<file path="src/rtl/mips_pkg.sv">
// mips_pkg: shared constants and types for the MIPS MEM stage
// Provides the MEM-stage FSM state encoding, the writeback control bundle,
// the bubble control value and the word-alignment mask.
package mips_pkg;
    typedef enum logic {IDLE = 1'b0, WAIT = 1'b1} state_t;
    typedef struct packed {
        logic mem_to_reg;
        logic reg_write;
    } wb_ctrl_t;
    localparam wb_ctrl_t BUBBLE = '{mem_to_reg: 1'b0, reg_write: 1'b0};
    localparam logic [1:0] ALIGN_MASK = 2'b11;
endpackage

</file>
<file path="src/rtl/mem_wb_reg.sv">
// mem_wb_reg: MEM/WB pipeline register
// Ports: clk/rst (async active-low); ctrl loads every cycle;
//        alu/dest load when info_en; rdata loads when rd_en;
//        mem_to_reg, reg_write, alu_q, dest_q, rdata_q are the register outputs.
module mem_wb_reg
    import mips_pkg::*;
(
    input  logic        clk,
    input  logic        rst,
    input  wb_ctrl_t    ctrl,
    input  logic        info_en,
    input  logic [31:0] alu,
    input  logic [4:0]  dest,
    input  logic        rd_en,
    input  logic [31:0] rdata,
    output logic        mem_to_reg,
    output logic        reg_write,
    output logic [31:0] alu_q,
    output logic [4:0]  dest_q,
    output logic [31:0] rdata_q
);
    always_ff @(posedge clk or negedge rst) begin
        if (!rst) begin
            mem_to_reg <= 1'b0;
            reg_write  <= 1'b0;
            alu_q      <= '0;
            dest_q     <= '0;
            rdata_q    <= '0;
        end else begin
            mem_to_reg <= ctrl.mem_to_reg;
            reg_write  <= ctrl.reg_write;
            if (info_en) begin
                alu_q  <= alu;
                dest_q <= dest;
            end
            if (rd_en) rdata_q <= rdata;
        end
    end
endmodule

</file>
<file path="src/rtl/mem_access_stage.sv">
// mem_access_stage: MIPS MEM stage with req/ack data-memory handshake
// Ports: clk, rst (async active-low); EX/MEM fields *In; memory side
//        MemReq/MemWe/MemAddr/MemWData out, MemAck/MemRData in; Stall to the
//        upstream pipeline; MEM/WB fields *Out; AddrError/BusError pulses.
module mem_access_stage
    import mips_pkg::*;
#(
    parameter int TIMEOUT_CYCLES = 255
) (
    input  logic        clk,
    input  logic        rst,
    input  logic        MemReadIn,
    input  logic        MemWriteIn,
    input  logic        MemToRegIn,
    input  logic        RegWriteIn,
    input  logic [31:0] ALUResultIn,
    input  logic [31:0] WriteDataIn,
    input  logic [4:0]  DestinationRegIn,
    output logic        MemReq,
    output logic        MemWe,
    output logic [31:0] MemAddr,
    output logic [31:0] MemWData,
    input  logic        MemAck,
    input  logic [31:0] MemRData,
    output logic        Stall,
    output logic        MemToRegOut,
    output logic        RegWriteOut,
    output logic [31:0] ReadDataOut,
    output logic [31:0] ALUResultOut,
    output logic [4:0]  DestinationRegOut,
    output logic        AddrError,
    output logic        BusError
);
    state_t      state, state_next;
    logic [7:0]  cnt;
    logic        lat_mem_to_reg, lat_reg_write;
    logic [4:0]  lat_dest;
    logic        access, misaligned, start, addr_bad, ack_hit, timeout_hit;
    wb_ctrl_t    wb_ctrl;
    logic        info_en, rd_en;
    logic [31:0] wb_alu;
    logic [4:0]  wb_dest;

    assign access      = MemReadIn | MemWriteIn;
    assign misaligned  = |(ALUResultIn[1:0] & ALIGN_MASK);
    assign start       = (state == IDLE) && access && !misaligned;
    assign addr_bad    = (state == IDLE) && access && misaligned;
    assign ack_hit     = (state == WAIT) && MemAck;
    // an ack arriving on the last allowed cycle takes priority over the abort
    assign timeout_hit = (state == WAIT) && !MemAck && (cnt == 8'(TIMEOUT_CYCLES - 1));

    always_ff @(posedge clk or negedge rst) begin
        if (!rst) state <= IDLE;
        else      state <= state_next;
    end

    always_comb begin
        state_next = (state == IDLE) ? (start ? WAIT : IDLE)
                                     : ((ack_hit || timeout_hit) ? IDLE : WAIT);
    end

    always_comb begin
        // gated by rst so an abandoned access cannot stall while reset is held
        Stall   = rst & (start | ((state == WAIT) & !MemAck & !timeout_hit));
        info_en = ack_hit | ((state == IDLE) & !access);
        rd_en   = ack_hit & !MemWe;
        wb_ctrl = ack_hit ? '{mem_to_reg: lat_mem_to_reg, reg_write: lat_reg_write & !MemWe}
                : ((state == IDLE) && !access) ? '{mem_to_reg: MemToRegIn, reg_write: RegWriteIn}
                : BUBBLE;
        wb_alu  = ack_hit ? MemAddr : ALUResultIn;
        wb_dest = ack_hit ? lat_dest : DestinationRegIn;
    end

    always_ff @(posedge clk or negedge rst) begin
        if (!rst) begin
            cnt            <= '0;
            MemReq         <= 1'b0;
            MemWe          <= 1'b0;
            MemAddr        <= '0;
            MemWData       <= '0;
            lat_mem_to_reg <= 1'b0;
            lat_reg_write  <= 1'b0;
            lat_dest       <= '0;
            AddrError      <= 1'b0;
            BusError       <= 1'b0;
        end else begin
            AddrError <= addr_bad;
            BusError  <= timeout_hit;
            cnt       <= ((state == WAIT) && !ack_hit && !timeout_hit) ? cnt + 8'd1 : 8'd0;
            if (start) begin
                MemReq         <= 1'b1;
                MemWe          <= MemWriteIn;
                MemAddr        <= ALUResultIn;
                MemWData       <= WriteDataIn;
                lat_mem_to_reg <= MemToRegIn;
                lat_reg_write  <= RegWriteIn;
                lat_dest       <= DestinationRegIn;
            end else if (ack_hit || timeout_hit) begin
                MemReq <= 1'b0;
            end
        end
    end

    mem_wb_reg u_mem_wb_reg (
        .clk        (clk),
        .rst        (rst),
        .ctrl       (wb_ctrl),
        .info_en    (info_en),
        .alu        (wb_alu),
        .dest       (wb_dest),
        .rd_en      (rd_en),
        .rdata      (MemRData),
        .mem_to_reg (MemToRegOut),
        .reg_write  (RegWriteOut),
        .alu_q      (ALUResultOut),
        .dest_q     (DestinationRegOut),
        .rdata_q    (ReadDataOut)
    );
endmodule

</file>
<file path="config.mk">
export PLATFORM = sky130hd
export DESIGN_NAME = mem_access_stage
export DESIGN_NICKNAME = d
export VERILOG_FILES = /design/src/rtl/mips_pkg.sv /design/src/rtl/mem_wb_reg.sv /design/src/rtl/mem_access_stage.sv
export SDC_FILE = /design/constraint.sdc
export NUM_CORES = 1
export LEC_CHECK = 0
export ABC_AREA = 1
export BUFFER_PORTS_ARGS = -buffer_cell sky130_fd_sc_hd__buf_4
export CAP_MARGIN = 20
export CORE_ASPECT_RATIO = 1.5
export CORE_MARGIN = 2
export CORE_UTILIZATION = 50
export DETAILED_ROUTE_END_ITERATION = 7
export PLACE_DENSITY = 0.81
export RECOVER_POWER = 100
export SLEW_MARGIN = 30
export SYNTH_ARGS = -nofsm -noshare
export SYNTH_HDL_FRONTEND = slang
export SYNTH_HIERARCHICAL = 1
export SYNTH_SLANG_ARGS = --single-unit
export TNS_END_PERCENT = 5
</file>
<file path="constraint.sdc">
create_clock -name clk -period 2.4 [get_ports clk]
set_input_delay 0 -clock clk [delete_from_list [all_inputs] [get_ports clk]]
set_output_delay 0 -clock clk [all_outputs]
set_load 0.02 [all_outputs]
</file>
==> metrics <==
run status finished clean; Nets 1213; Startpoint Class register; Iteration-0 DRC Markers 397; # setup viols final 0; RSZ-0062 raised after global routing no; Yosys top cell area share 0.601; PwrDens 913 nW/µm²; Clock Latency Late Sink 0.42 ns; crit path max fanout 37; CP Capture Type register; initial antenna violation count 0; CTS tree yes; placed inst area 8360 µm²; Crit path required time 2.74 ns; vias in the first global route 6602; dominant cells by area after synthesis dfrtp_1 60%, nand2_1 20%, o21ai_0 5.2%; worst vdd ir 0.000509 V; layout cell share with drive strength beyond 1 0.133; Syn Inst Count 753; total CTS buffers 17; Post-DRT Antenna Nets 0; power consumption 0.00867 W; fin crit share 0.820; H-tree levels 4; Worst Reg-to-Reg Cells 6; worst slew pin tran 1.20 ns; routed len/inst 16.5 µm; FF+latch count, synth 155; fin crit period 1.97 ns; via-per-instance ratio 5.02; DRC Markers 0; # placed instances 1130; Worst slew margin 0.196; grt total ovfl 0; Post-Route WL 20900 µm; r2r setup slk 0.43 ns; RR Endpoint u_mem_wb_reg/alu_q[27]$_DFFE_PN0P_; max-slew violations 0; Syn-to-layout area delta 47.1%; reg2reg start state$_DFF_PN0_; Port Buffers 247; Die W 96.8 µm; count of cell types in the netlist 22; Worst-path clk slew 0.06 ns; post-synthesis sequential area ratio 0.601; GPL Wtd Cong 0.832; MaxCap Viol Count 0; core area 12500 µm²; die height 143 µm; dpl hpwl 12300 µm; Via Count 6382; Starting Density 0.516; first-pass GRT wire length 33300 µm; clock buffer depth 2; Fill cells 965; diode count 0; DR pass1 iterations 7; max frequency 508 MHz; Mapped Area 6450 µm²; IO Pins 248; GR Util All Layers 0.306; post-synthesis area per instance 8.57 µm²; final instance area 9490 µm²; num rows 50; hold slack 0.151 ns; arrival time at the worst endpoint 2.31 ns; clk root buf clkbuf_16; synthesized net count 863; setup bufs post-CTS 0; Fin. Hold Viols 0; die area 13800 µm²; worst min path class in2async; Setup CP Type reg2reg; Static Leakage 4.91 nW; Synthesis Warnings 6; CTS Sinks 155; area leader, netlist dfrtp_1; largest net degree at the start of global routing 68; TNS Setup 0 ns; non-filler instance count after layout 1271; skew final 0.0102 ns
repair_timing:
item                                   in CTS  in global routing
endpoints found under the hold margin     198                  0
hold buffers                              110                  0
resized for setup                           0                  0
power by group:
group	switching (W)	internal [W]
Sequential	0.000385	0.00320
Clock	0.00104	0.00166
Combinational	0.00166	0.000724
stage by stage:
step	utilization	worst slack, ns
finish	0.758	0.433
global route	0.758	0.282
CTS	0.803	0.651
detailed placement	0.668	0.934
global placement	0.668	0.957
floorplan	-	1.28
synthesized netlist by cell type (all sizes together):
master  instances
nand2         341
dfrtp         155
o21ai         107
inv            83
buf            28
nor2           15
clkbuf          8
nand3           8
a21oi           2
ha              2
xor2            2
o21bai          1
xnor2           1
logic make-up after synthesis:
family | synth area share
AOI/OAI and AO/OA | 0.0863
xor gates and xnor gates | 0.00407
adders and majority gates | 0.00388
buffers and inverters | 0.0878
DFF | 0.601
and+or+nand+nor | 0.217
worst max path at each step:
stage / start / endpoint / slack (ns) / depth (start not counted)
finish: state$_DFF_PN0_ / u_mem_wb_reg/alu_q[27]$_DFFE_PN0P_ / 0.43 / 6
global route: state$_DFF_PN0_ / u_mem_wb_reg/alu_q[27]$_DFFE_PN0P_ / 0.28 / 6
CTS: cnt[0]$_DFF_PN0_ / Stall / 0.65 / 8
detailed placement: state$_DFF_PN0_ / u_mem_wb_reg/dest_q[3]$_DFFE_PN0P_ / 0.93 / 5
global placement: state$_DFF_PN0_ / u_mem_wb_reg/alu_q[24]$_DFFE_PN0P_ / 0.96 / 5
floorplan: state$_DFF_PN0_ / u_mem_wb_reg/alu_q[10]$_DFFE_PN0P_ / 1.28 / 6
routing by layer:
layer,GRT usage,routed length [µm]
met5,0,0
met4,0.168,920
met3,0.0734,1220
met2,0.552,11200
met1,0.330,7550
critical path: stages, from the launching register on:
cell and delay [ns]:
dfrtp_1 0.35, inv_1 0.10, nand3_1 0.13, nand2_1 0.10, inv_1 0.88, nand2_1 0.19, nand2_1 0.14
placed cells by master (no fill, tap or decap), types with 3 or more instances in the layout:
master,count
nand2_1,341
dfrtp_1,155
clkbuf_1,143
buf_4,112
dlygate4sd3_1,110
o21ai_0,104
inv_1,81
clkbuf_16,17
nor2_1,15
nand3_1,7
o21ai_1,3
bufinv_16,3
area by class of cell:
cell class / count / area (µm²) / share of cell area
Inverter: 83 / 314 / 0.0331
Clock inverter: 10 / 141 / 0.0149
Sequential cell: 155 / 3880 / 0.409
Timing Repair Buffer: 367 / 2520 / 0.265
Tap cell: 156 / 195 / 0.0206
Multi-Input combinational cell: 479 / 1990 / 0.210
Clock buffer: 21 / 450 / 0.0475
(Power assumes the default switching activity.)
